$ cat config.mk
export PLATFORM = sky130hd
export DESIGN_NAME = ex_muldiv_flat
export DESIGN_NICKNAME = d
export VERILOG_FILES = /design/src/rtl/muldiv_pkg.sv /design/src/rtl/ex_muldiv_if.sv /design/src/rtl/muldiv_step.sv /design/src/rtl/ex_muldiv.sv /design/src/flat_wrapper.sv
export SDC_FILE = /design/constraint.sdc
export NUM_CORES = 1
export LEC_CHECK = 0
export ABC_AREA = 0
export BUFFER_PORTS_ARGS = -buffer_cell sky130_fd_sc_hd__buf_2
export CAP_MARGIN = 20
export CORE_ASPECT_RATIO = 0.75
export CORE_MARGIN = 2
export CORE_UTILIZATION = 30
export CTS_CLUSTER_SIZE = 16
export DETAILED_ROUTE_END_ITERATION = 12
export PLACE_DENSITY = 0.47
export SETUP_SLACK_MARGIN = 0.3
export SLEW_MARGIN = 20
export SYNTH_ARGS = -nofsm -noshare
export SYNTH_HDL_FRONTEND = slang
export SYNTH_SLANG_ARGS = --single-unit
$ cat constraint.sdc
create_clock -name clk -period 4 [get_ports clk]
set_input_delay 0.4 -clock clk [delete_from_list [all_inputs] [get_ports clk]]
set_output_delay 0.4 -clock clk [all_outputs]
set_load 0.05 [all_outputs]
$ cat src/rtl/muldiv_pkg.sv
// Shared types and constants for the iterative EX-stage multiply/divide unit.
// The divide datapath is present only when MULDIV_DIV_EN is defined.
package muldiv_pkg;

  typedef enum logic [1:0] {
    MULT  = 2'd0,
    MULTU = 2'd1,
    DIV   = 2'd2,
    DIVU  = 2'd3
  } md_op_e;

  typedef enum logic [1:0] {
    IDLE,
    RUN,
    FIX,
    DONE
  } md_state_e;

  localparam int          MD_ITER    = 32;
  localparam logic [31:0] MD_DIV0_LO = 32'hFFFFFFFF;

  // Magnitude of a two's-complement word; 0x80000000 maps to 2^31 read as unsigned.
  function automatic logic [31:0] md_abs(input logic [31:0] v, input logic neg);
    return neg ? -v : v;
  endfunction

endpackage

$ cat src/rtl/ex_muldiv_if.sv
// Issue/result bundle between the ID/EX pipeline register and ex_muldiv.
interface ex_muldiv_if;
  logic        iStart;
  logic [1:0]  iOp;
  logic [31:0] iA;
  logic [31:0] iB;
  logic        iFlush;
  logic        oStall;
  logic        oBusy;
  logic        oDone;
  logic [31:0] oHi;
  logic [31:0] oLo;

  modport master (
    output iStart, iOp, iA, iB, iFlush,
    input  oStall, oBusy, oDone, oHi, oLo
  );

  modport slave (
    input  iStart, iOp, iA, iB, iFlush,
    output oStall, oBusy, oDone, oHi, oLo
  );
endinterface

$ cat src/rtl/muldiv_step.sv
// One radix-2 iteration on the {hi,lo} accumulator: shift-add multiply or
// restoring shift-subtract divide (divide only when MULDIV_DIV_EN is defined).
module muldiv_step (
  input  logic [63:0] acc_i,
  input  logic [31:0] b_i,
  input  logic        is_div_i,
  output logic [63:0] acc_o
);

  // Multiply keeps the multiplier in the low word and shifts the 33-bit sum in from the top.
  logic [32:0] add_sum;
  assign add_sum = {1'b0, acc_i[63:32]} + (acc_i[0] ? {1'b0, b_i} : 33'd0);

`ifdef MULDIV_DIV_EN
  logic [32:0] rem_sh;
  logic [32:0] diff;

  // Remainder is always below the divisor, so the shifted value fits in 33 bits
  // and diff[32] is a clean borrow flag.
  assign rem_sh = acc_i[63:31];
  assign diff   = rem_sh - {1'b0, b_i};

  always_comb begin
    if (is_div_i) begin
      acc_o = diff[32] ? {rem_sh[31:0], acc_i[30:0], 1'b0}
                       : {diff[31:0],   acc_i[30:0], 1'b1};
    end else begin
      acc_o = {add_sum, acc_i[31:1]};
    end
  end
`else
  logic unused_is_div;
  assign unused_is_div = is_div_i;
  assign acc_o         = {add_sum, acc_i[31:1]};
`endif

endmodule

$ cat src/rtl/ex_muldiv.sv
// EX-stage iterative MULT/MULTU/DIV/DIVU into HI/LO, stalling ID/EX until done.
// Define MULDIV_DIV_EN to include the divide ops; otherwise DIV/DIVU are ignored.
module ex_muldiv
  import muldiv_pkg::*;
(
  input  logic        clk,
  input  logic        rst,
  ex_muldiv_if.slave  md
);

  localparam int                 CNT_W    = $clog2(MD_ITER);
  localparam logic [CNT_W-1:0]   CNT_LAST = CNT_W'(MD_ITER - 1);

  md_state_e        state_q, state_d;
  logic [CNT_W-1:0] cnt_q, cnt_d;
  logic [63:0]      acc_q, acc_d;
  logic [31:0]      b_q, b_d;
  logic             q_neg_q, q_neg_d;
  logic [31:0]      hi_q, hi_d;
  logic [31:0]      lo_q, lo_d;

  md_op_e           op;
  logic             is_signed;
  logic             op_en;
  logic             accept;
  logic             a_neg, b_neg;
  logic [63:0]      step_acc;
  logic [63:0]      prod_fix;
  logic             step_is_div;

  assign op        = md_op_e'(md.iOp);
  assign is_signed = (op == MULT) || (op == DIV);
  assign a_neg     = is_signed & md.iA[31];
  assign b_neg     = is_signed & md.iB[31];

`ifdef MULDIV_DIV_EN
  logic is_div_q, is_div_d;
  logic r_neg_q, r_neg_d;
  logic is_div_op;
  logic div_zero;

  assign is_div_op   = (op == DIV) || (op == DIVU);
  assign div_zero    = is_div_op && (md.iB == 32'd0);
  assign op_en       = 1'b1;
  assign step_is_div = is_div_q;
`else
  assign op_en       = (op == MULT) || (op == MULTU);
  assign step_is_div = 1'b0;
`endif

  assign accept   = md.iStart & ~md.iFlush & op_en & (state_q == IDLE);
  assign prod_fix = q_neg_q ? -acc_q : acc_q;

  muldiv_step u_step (
    .acc_i    (acc_q),
    .b_i      (b_q),
    .is_div_i (step_is_div),
    .acc_o    (step_acc)
  );

  always_comb begin
    // NOTE: every signal written here gets its hold value first, so no branch can infer a latch.
    state_d = state_q;
    cnt_d   = cnt_q;
    acc_d   = acc_q;
    b_d     = b_q;
    q_neg_d = q_neg_q;
    hi_d    = hi_q;
    lo_d    = lo_q;
`ifdef MULDIV_DIV_EN
    is_div_d = is_div_q;
    r_neg_d  = r_neg_q;
`endif

    unique case (state_q)
      IDLE: begin
        if (accept) begin
`ifdef MULDIV_DIV_EN
          if (div_zero) begin
            hi_d    = md.iA;
            lo_d    = MD_DIV0_LO;
            state_d = DONE;
          end else begin
            is_div_d = is_div_op;
            r_neg_d  = a_neg;
`else
          begin
`endif
            // Both ops start from {0, |a|}: multiplier or dividend in the low word.
            acc_d   = {32'd0, md_abs(md.iA, a_neg)};
            b_d     = md_abs(md.iB, b_neg);
            q_neg_d = a_neg ^ b_neg;
            cnt_d   = '0;
            state_d = RUN;
          end
        end
      end

      RUN: begin
        if (md.iFlush) begin
          state_d = IDLE;
        end else begin
          acc_d = step_acc;
          cnt_d = cnt_q + 1'b1;
          if (cnt_q == CNT_LAST) begin
            state_d = FIX;
          end
        end
      end

      FIX: begin
        if (md.iFlush) begin
          state_d = IDLE;
        end else begin
          state_d      = DONE;
          {hi_d, lo_d} = prod_fix;
`ifdef MULDIV_DIV_EN
          // Truncating division: quotient sign from the XOR, remainder follows the dividend.
          if (is_div_q) begin
            lo_d = q_neg_q ? -acc_q[31:0]  : acc_q[31:0];
            hi_d = r_neg_q ? -acc_q[63:32] : acc_q[63:32];
          end
`endif
        end
      end

      DONE: begin
        state_d = IDLE;
      end

      default: begin
        state_d = IDLE;
      end
    endcase
  end

  always_ff @(posedge clk) begin
    // NOTE: non-blocking assignments so every register samples pre-edge values.
    if (rst) begin
      state_q <= IDLE;
      cnt_q   <= '0;
      acc_q   <= '0;
      b_q     <= '0;
      q_neg_q <= 1'b0;
      hi_q    <= '0;
      lo_q    <= '0;
`ifdef MULDIV_DIV_EN
      is_div_q <= 1'b0;
      r_neg_q  <= 1'b0;
`endif
    end else begin
      state_q <= state_d;
      cnt_q   <= cnt_d;
      acc_q   <= acc_d;
      b_q     <= b_d;
      q_neg_q <= q_neg_d;
      hi_q    <= hi_d;
      lo_q    <= lo_d;
`ifdef MULDIV_DIV_EN
      is_div_q <= is_div_d;
      r_neg_q  <= r_neg_d;
`endif
    end
  end

  // The issue cycle must stall combinationally so the instruction is held in ID/EX.
  assign md.oStall = accept | (state_q == RUN) | (state_q == FIX);
  assign md.oBusy  = (state_q != IDLE);
  assign md.oDone  = (state_q == DONE);
  assign md.oHi    = hi_q;
  assign md.oLo    = lo_q;

endmodule

$ cat src/flat_wrapper.sv
// flat-port wrapper written by rule: the top's interface ports become plain ports
module ex_muldiv_flat import muldiv_pkg::*;
  (clk, rst, md_iStart, md_iOp, md_iA, md_iB, md_iFlush, md_oStall, md_oBusy, md_oDone, md_oHi, md_oLo);
  ex_muldiv_if md_i ();
  input  logic clk;
  input  logic rst;
  input wire logic [$bits(md_i.iStart)-1:0] md_iStart;
  input wire logic [$bits(md_i.iOp)-1:0] md_iOp;
  input wire logic [$bits(md_i.iA)-1:0] md_iA;
  input wire logic [$bits(md_i.iB)-1:0] md_iB;
  input wire logic [$bits(md_i.iFlush)-1:0] md_iFlush;
  output wire logic [$bits(md_i.oStall)-1:0] md_oStall;
  output wire logic [$bits(md_i.oBusy)-1:0] md_oBusy;
  output wire logic [$bits(md_i.oDone)-1:0] md_oDone;
  output wire logic [$bits(md_i.oHi)-1:0] md_oHi;
  output wire logic [$bits(md_i.oLo)-1:0] md_oLo;
  assign md_i.iStart = md_iStart;
  assign md_i.iOp = md_iOp;
  assign md_i.iA = md_iA;
  assign md_i.iB = md_iB;
  assign md_i.iFlush = md_iFlush;
  assign md_oStall = md_i.oStall;
  assign md_oBusy = md_i.oBusy;
  assign md_oDone = md_i.oDone;
  assign md_oHi = md_i.oHi;
  assign md_oLo = md_i.oLo;
  ex_muldiv u_core (.clk(clk), .rst(rst), .md(md_i));
endmodule
* Word level (Yosys, flattened, before mapping)
Index checks and enable logic that the tools add are counted.
** Word-level totals
- Register bits after elaboration :: 168
** Operators by class
- $add $sub $neg :: 5
- Equal/unequal tests :: 9
- Multiplexer cells :: 15
- Bitwise logic cells :: 9
- Reduce and logical (&&, ||, !) cells :: 10
** Operators by type and width (count)
- 64-bit two-way mux :: 3
- 64-bit case mux with 2 select lines :: 1
- 32-bit two-way mux :: 3
- 32-bit negator :: 2
- 64-bit negator :: 1
- 32-bit by 33-bit adder with 33-bit output :: 1
- 5-bit two-way mux :: 2
- 5-bit case mux with 2 select lines :: 1
- 2-bit two-way mux :: 4
- 2-bit case mux with 4 select lines :: 1
- 2-bit == test (second input constant) :: 3
- 2-bit AND reduction :: 3
- 5-bit by 1-bit adder with 5-bit output (second input constant) :: 1
- 1-bit bitwise AND :: 5
- 5-bit == test (second input constant) :: 1
- 2-bit by 1-bit == test with 1-bit output (second input constant) :: 2
- 2-bit zero test :: 2
- 2-bit nonzero test :: 2
- 3-bit by 2-bit inequality test with 1-bit output (second input constant) :: 1
- 3-bit AND reduction :: 1
- 1-bit logical OR :: 2
- 2-bit by 1-bit inequality test with 1-bit output (second input constant) :: 1
- 2-bit inequality test (second input constant) :: 1
- 1-bit bitwise OR :: 2
- 2 further kinds :: 2

* Depth between registers and ports, before layout
- Depth in word-level cells :: 6
- Depth in mapped cells :: 13
- Depth with buffers taken out :: 11

* Cells and area by module
Synthesis repeated with hierarchy kept, for this count alone.
** Unflattened totals
- Cells, all modules :: 1412
- Area, all modules :: 11194.5 sq um
** Modules (own cells, without submodules)
- ex_muldiv :: times used 1, cells an instance 1117, area an instance 9007.4 sq um
- muldiv_step :: times used 1, cells an instance 295, area an instance 2187.1 sq um

* Worst setup path before layout
OpenSTA, ideal clock, no wires.
- Path type :: register -> register
- From :: reg u_core.acc_q[0]
- To :: reg u_core.acc_q[59]
- Setup time :: 0.127 ns
- Arrival :: 3.183 ns
- Data required time :: 3.873 ns
- Slack :: 0.691 ns
- Cell stages (with the launch flop) :: 14
- Buffers on the path :: 2
- Cells stage by stage :: dfxtp_1 clkbuf_1 clkbuf_1 and2_1 ha_1 inv_1 fa_1 nor2b_1 o2111ai_1 a21oi_1 o22ai_1 o311ai_0 nor2_1 or3_1
** On the way
- Word-level cells in the longest chain between the ends :: 4
** Ends and longest elaborated chain
- from (decl) :: RTL line ex_muldiv.sv:16 : logic [63:0] acc_q, acc_d;
- from (signal assigned) :: RTL line ex_muldiv.sv:142 : acc_q <= '0;
- from (signal assigned) :: RTL line ex_muldiv.sv:154 : acc_q <= acc_d;
- 32-bit two-way mux :: RTL line muldiv_step.sv:12 : assign add_sum = {1'b0, acc_i[63:32]} + (acc_i[0] ? {1'b0, b_i} : 33'd0);
- 32-bit by 33-bit adder with 33-bit output :: RTL line muldiv_step.sv:12
- 64-bit two-way mux :: RTL line ex_muldiv.sv:100 : if (md.iFlush) begin
- 64-bit case mux with 2 select lines :: RTL line ex_muldiv.sv:75 : unique case (state_q)
Every way passes these cells. The select of a mux whose other input is x is not followed.
A chain may end at the register's enable or synchronous reset.

* Worst setup path after layout
Ends and elaborated chain as after synthesis.

==> results by group <==
Place
  – Buffers on Ports: 136
  – Hpwl dp: 27600 um
  – Setup WS pre-CTS: 0.642 ns
  – GP Congestion: 0.918
  – Placed cell area: 11800 um2

Worst setup path
  – Worst Setup SP: u_core.acc_q[0]
  – Crit Path Category: flip-flop to flip-flop
  – Critical path's slowest cell: dfxtp_1
  – Slowest stage delay, CP: 0.52 ns
  – Crit path max fanout: 8
  – CP Launch Type: flip-flop
  – Worst setup EP type: flip-flop
  – RR Startpoint: u_core.acc_q[0]
  – Crit path required time: 4.34 ns
  – Critical Path, Cell by Cell: and2_1, ha_1, inv_1, fa_1, nor2b_1, o2111ai_1, a21oi_1, o22ai_1, o311ai_1, buf_4, nor2_1, or3_1
  – Worst path bufs/invs: 2
  – CP Data Arrival Time: 3.60 ns
  – Family with the most delay on the worst path: compound AO/OA/AOI/OAI gates

Power
  – Pwr/cell area: 321 nW/um2
  – Leakage power total: 4.91 nW
  – VDD IR-drop max: 288 uV

STA
  – Final worst setup slack: 0.735 ns
  – Relative slew slack: 27.4%
  – Fin Setup TNS: 0 ns
  – Post-layout min period: 3.26 ns
  – Fin Hold WS: 0.203 ns
  – RSZ-0062 raised after global routing: false
  – Worst slew pin tran: 1.09 ns
  – Setup violators final: 0
  – Clk_skew: 0.0175 ns
  – Final Hold Viols: 0
  – Final period util: 81.6%
  – Final Max Tran Viols: 0
  – FMAX: 306 MHz

Yosys
  – Yosys Warn Count: 0
  – Area leader, netlist: dfxtp_1
  – Register area share after synthesis: 31.1%
  – Main combinational cell family by area after synthesis: compound AO/OA/AOI/OAI gates
  – Post-Synthesis Cell Area: 10800 um2
  – XOR/XNOR Fraction of Synth Area: 10.9%
  – Syn Inst Count: 1419
  – Ys flop type: dfxtp_1
  – Ys async rst share: 0%
  – Number of synthesized flops with an enable pin: 0
  – Synth top area cells: dfxtp_1, xor2_1, nor2_1, a211oi_1, nand2_1
  – Adder-Cell Fraction of Synth Area: 4.47%
  – Multiplexer share of the synthesized area: 0.834%
  – Netlist cell types: 65
  – Syn Nets: 1527
  – Yosys reg bits: 168
  – Synth Area per Inst: 7.61 um2
  – Post-Synth Simple-Gate Area: 23.1%
  – Compound-Gate Fraction of Synth Area: 25.3%
  – Top cell type's share of synthesized area: 31.1%

Clocking
  – CTS root buf: clkbuf_16
  – H-tree depth: 4
  – CTS tree: yes
  – Worst-path clk slew: 0.08 ns
  – Setup repair bufs after CTS: 0
  – CTS Buf Count: 17
  – Clk Latency, worst-skew pair: 0.45 ns
  – Longest Clk Path Bufs: 2
  – Clock sink count: 168

Route
  – WL final: 35900 um
  – Wire per inst: 18.2 um
  – 1st-pass router iterations: 5
  – Vias: 10300
  – Antenna-violating nets left: 0
  – Vias/cell: 5.23
  – DRC Markers: 0
  – DR iter-0 viols: 813

Hold path
  – Hold crit path type: input pin to flip-flop
  – Min-delay src: md_iFlush

Layout
  – Finished Core Util: 34.8%
  – Area growth from synthesis to layout: 15.0%
  – Share of layout cells above drive strength 1: 13.9%
  – Commonest non-fill, non-tap cell in the layout: nor2_1
  – Nets: 1601
  – Ant diodes: 0
  – Final design area excluding fillers: 12400 um2
  – Commonest non-fill, non-tap cells in the layout: nor2_1, dfxtp_1, nand2_1

Global route
  – GR Util All Layers: 19.0%
  – Initial antenna violation count: 0
  – Number of global-route vias before repair: 9294
  – First-pass GRT wire length: 55800 um
  – Grt total ovfl: 0
  – Largest net degree at the start of global routing: 84

Die
  – Chip width: 223 um
  – Die ar.: 37600 um2
  – Die extent in y: 168 um
  – # IOs: 137
  – Core area: 35700 um2
  – Initial Util: 30.3%
  – Row cnt: 60

Flow run
  – Max cap viols: 0

Outcome
  – Outcome: finished clean
-- synthesized netlist by cell type, types with 3 or more instances --
| master | n |
|---|---|
| or2_2 | 13 |
| a31oi_1 | 13 |
| a311oi_1 | 4 |
| dfxtp_1 | 168 |
| or3_1 | 20 |
| buf_2 | 3 |
| a21oi_1 | 111 |
| o31ai_1 | 29 |
| a41oi_1 | 4 |
| nor2b_1 | 10 |
| xnor2_1 | 45 |
| and2_1 | 35 |
| o41ai_1 | 25 |
| or4_1 | 8 |
| nand2b_1 | 7 |
| mux2i_1 | 9 |
| clkbuf_1 | 91 |
| ha_1 | 37 |
| a211oi_1 | 86 |
| nand4_1 | 14 |
| o22ai_1 | 7 |
| nand3_1 | 29 |
| a211o_1 | 3 |
| xor2_1 | 89 |
| o21a_1 | 8 |
| nand2_1 | 152 |
| and3_1 | 13 |
| inv_1 | 24 |
| o2111ai_1 | 4 |
| a21o_1 | 13 |
| nor3_1 | 28 |
| o21bai_1 | 5 |
| nor2_1 | 176 |
| nand3b_1 | 4 |
| o21ai_0 | 75 |
| nor4_1 | 15 |
| o211ai_1 | 5 |
-- timing repair --
action,in CTS,in global routing
gates resized for setup,0,1
setup endpoints to repair,0,1
hold buffers,0,0
-- cells by family (layout without fill, tap and decap cells) --
| group | Yosys count | count (layout) |
|---|---|---|
| AOI/OAI and AO/OA | 417 | 417 |
| xor gates and xnor gates | 134 | 134 |
| adders and majority gates | 38 | 38 |
| buffers and inverters | 120 | 207 |
| DFF | 168 | 168 |
| muxes | 9 | 9 |
| and+or+nand+nor | 533 | 533 |
-- layout make-up --
class | count | area (um2)
Inverter | 24 | 90.1
Clock buffer | 17 | 425
Sequential cell | 168 | 3360
Tap cell | 465 | 582
Fill cell | 3778 | 23200
Timing Repair Buffer | 151 | 796
Multi-Input combinational cell | 1131 | 7000
Clock inverter | 15 | 165
-- per-stage QoR --
step                      cells  power (mW)
after floorplan            1419        2.14
after global placement     1939        2.33
after detailed placement   1939        2.33
after CTS                  1971        4.03
after global routing       1971        4.16
final                      1971        3.99
-- layer usage --
| layer | vias up | routed length (um) | global-route usage (%) |
|---|---|---|---|
| li1 | 5292 | - | - |
| met1 | 4765 | 20200 | 31.4 |
| met2 | 232 | 13700 | 24.6 |
| met3 | 23 | 1680 | 2.95 |
| met4 | 0 | 338 | 3.97 |
| met5 | - | 0 | 0 |
-- registers in the layout (all words and copies together) (netlist names) --
name	count
u_core.acc_q	64
u_core.b_q	32
u_core.md.oHi	32
u_core.md.oLo	32
u_core.cnt_q	5
u_core.state_q	2
u_core.q_neg_q	1
-- power by group --
| part | internal (mW) | leakage, nW | total (mW) | switching [mW] |
|---|---|---|---|---|
| combinational | 0.180 | 3.27 | 0.529 | 0.349 |
| sequential | 1.71 | 1.36 | 1.76 | 0.0492 |
| clock | 0.843 | 0.287 | 1.70 | 0.856 |
| total | 2.73 | 4.91 | 3.99 | 1.25 |
-- worst reg2reg max path, cell delays in order (launching register included) --
cell and delay (ns):
dfxtp_1 0.52, and2_1 0.19, ha_1 0.16, inv_1 0.05, fa_1 0.37, nor2b_1 0.20
o2111ai_1 0.18, a21oi_1 0.33, o22ai_1 0.20, o311ai_1 0.37, buf_4 0.21, nor2_1 0.05
or3_1 0.33
-- path summary, 6_finish.rpt --
path | to | slack [ns] | depth (start not counted)
hold / removal | u_core.state_q[0] | 0.20 | 2
hold reg to reg | u_core.md.oHi[8] | 0.45 | 2
setup / recovery | u_core.acc_q[59] | 0.74 | 12
setup reg to reg | u_core.acc_q[59] | 0.74 | 12
No activity file was read; power rests on OpenSTA's default activity.
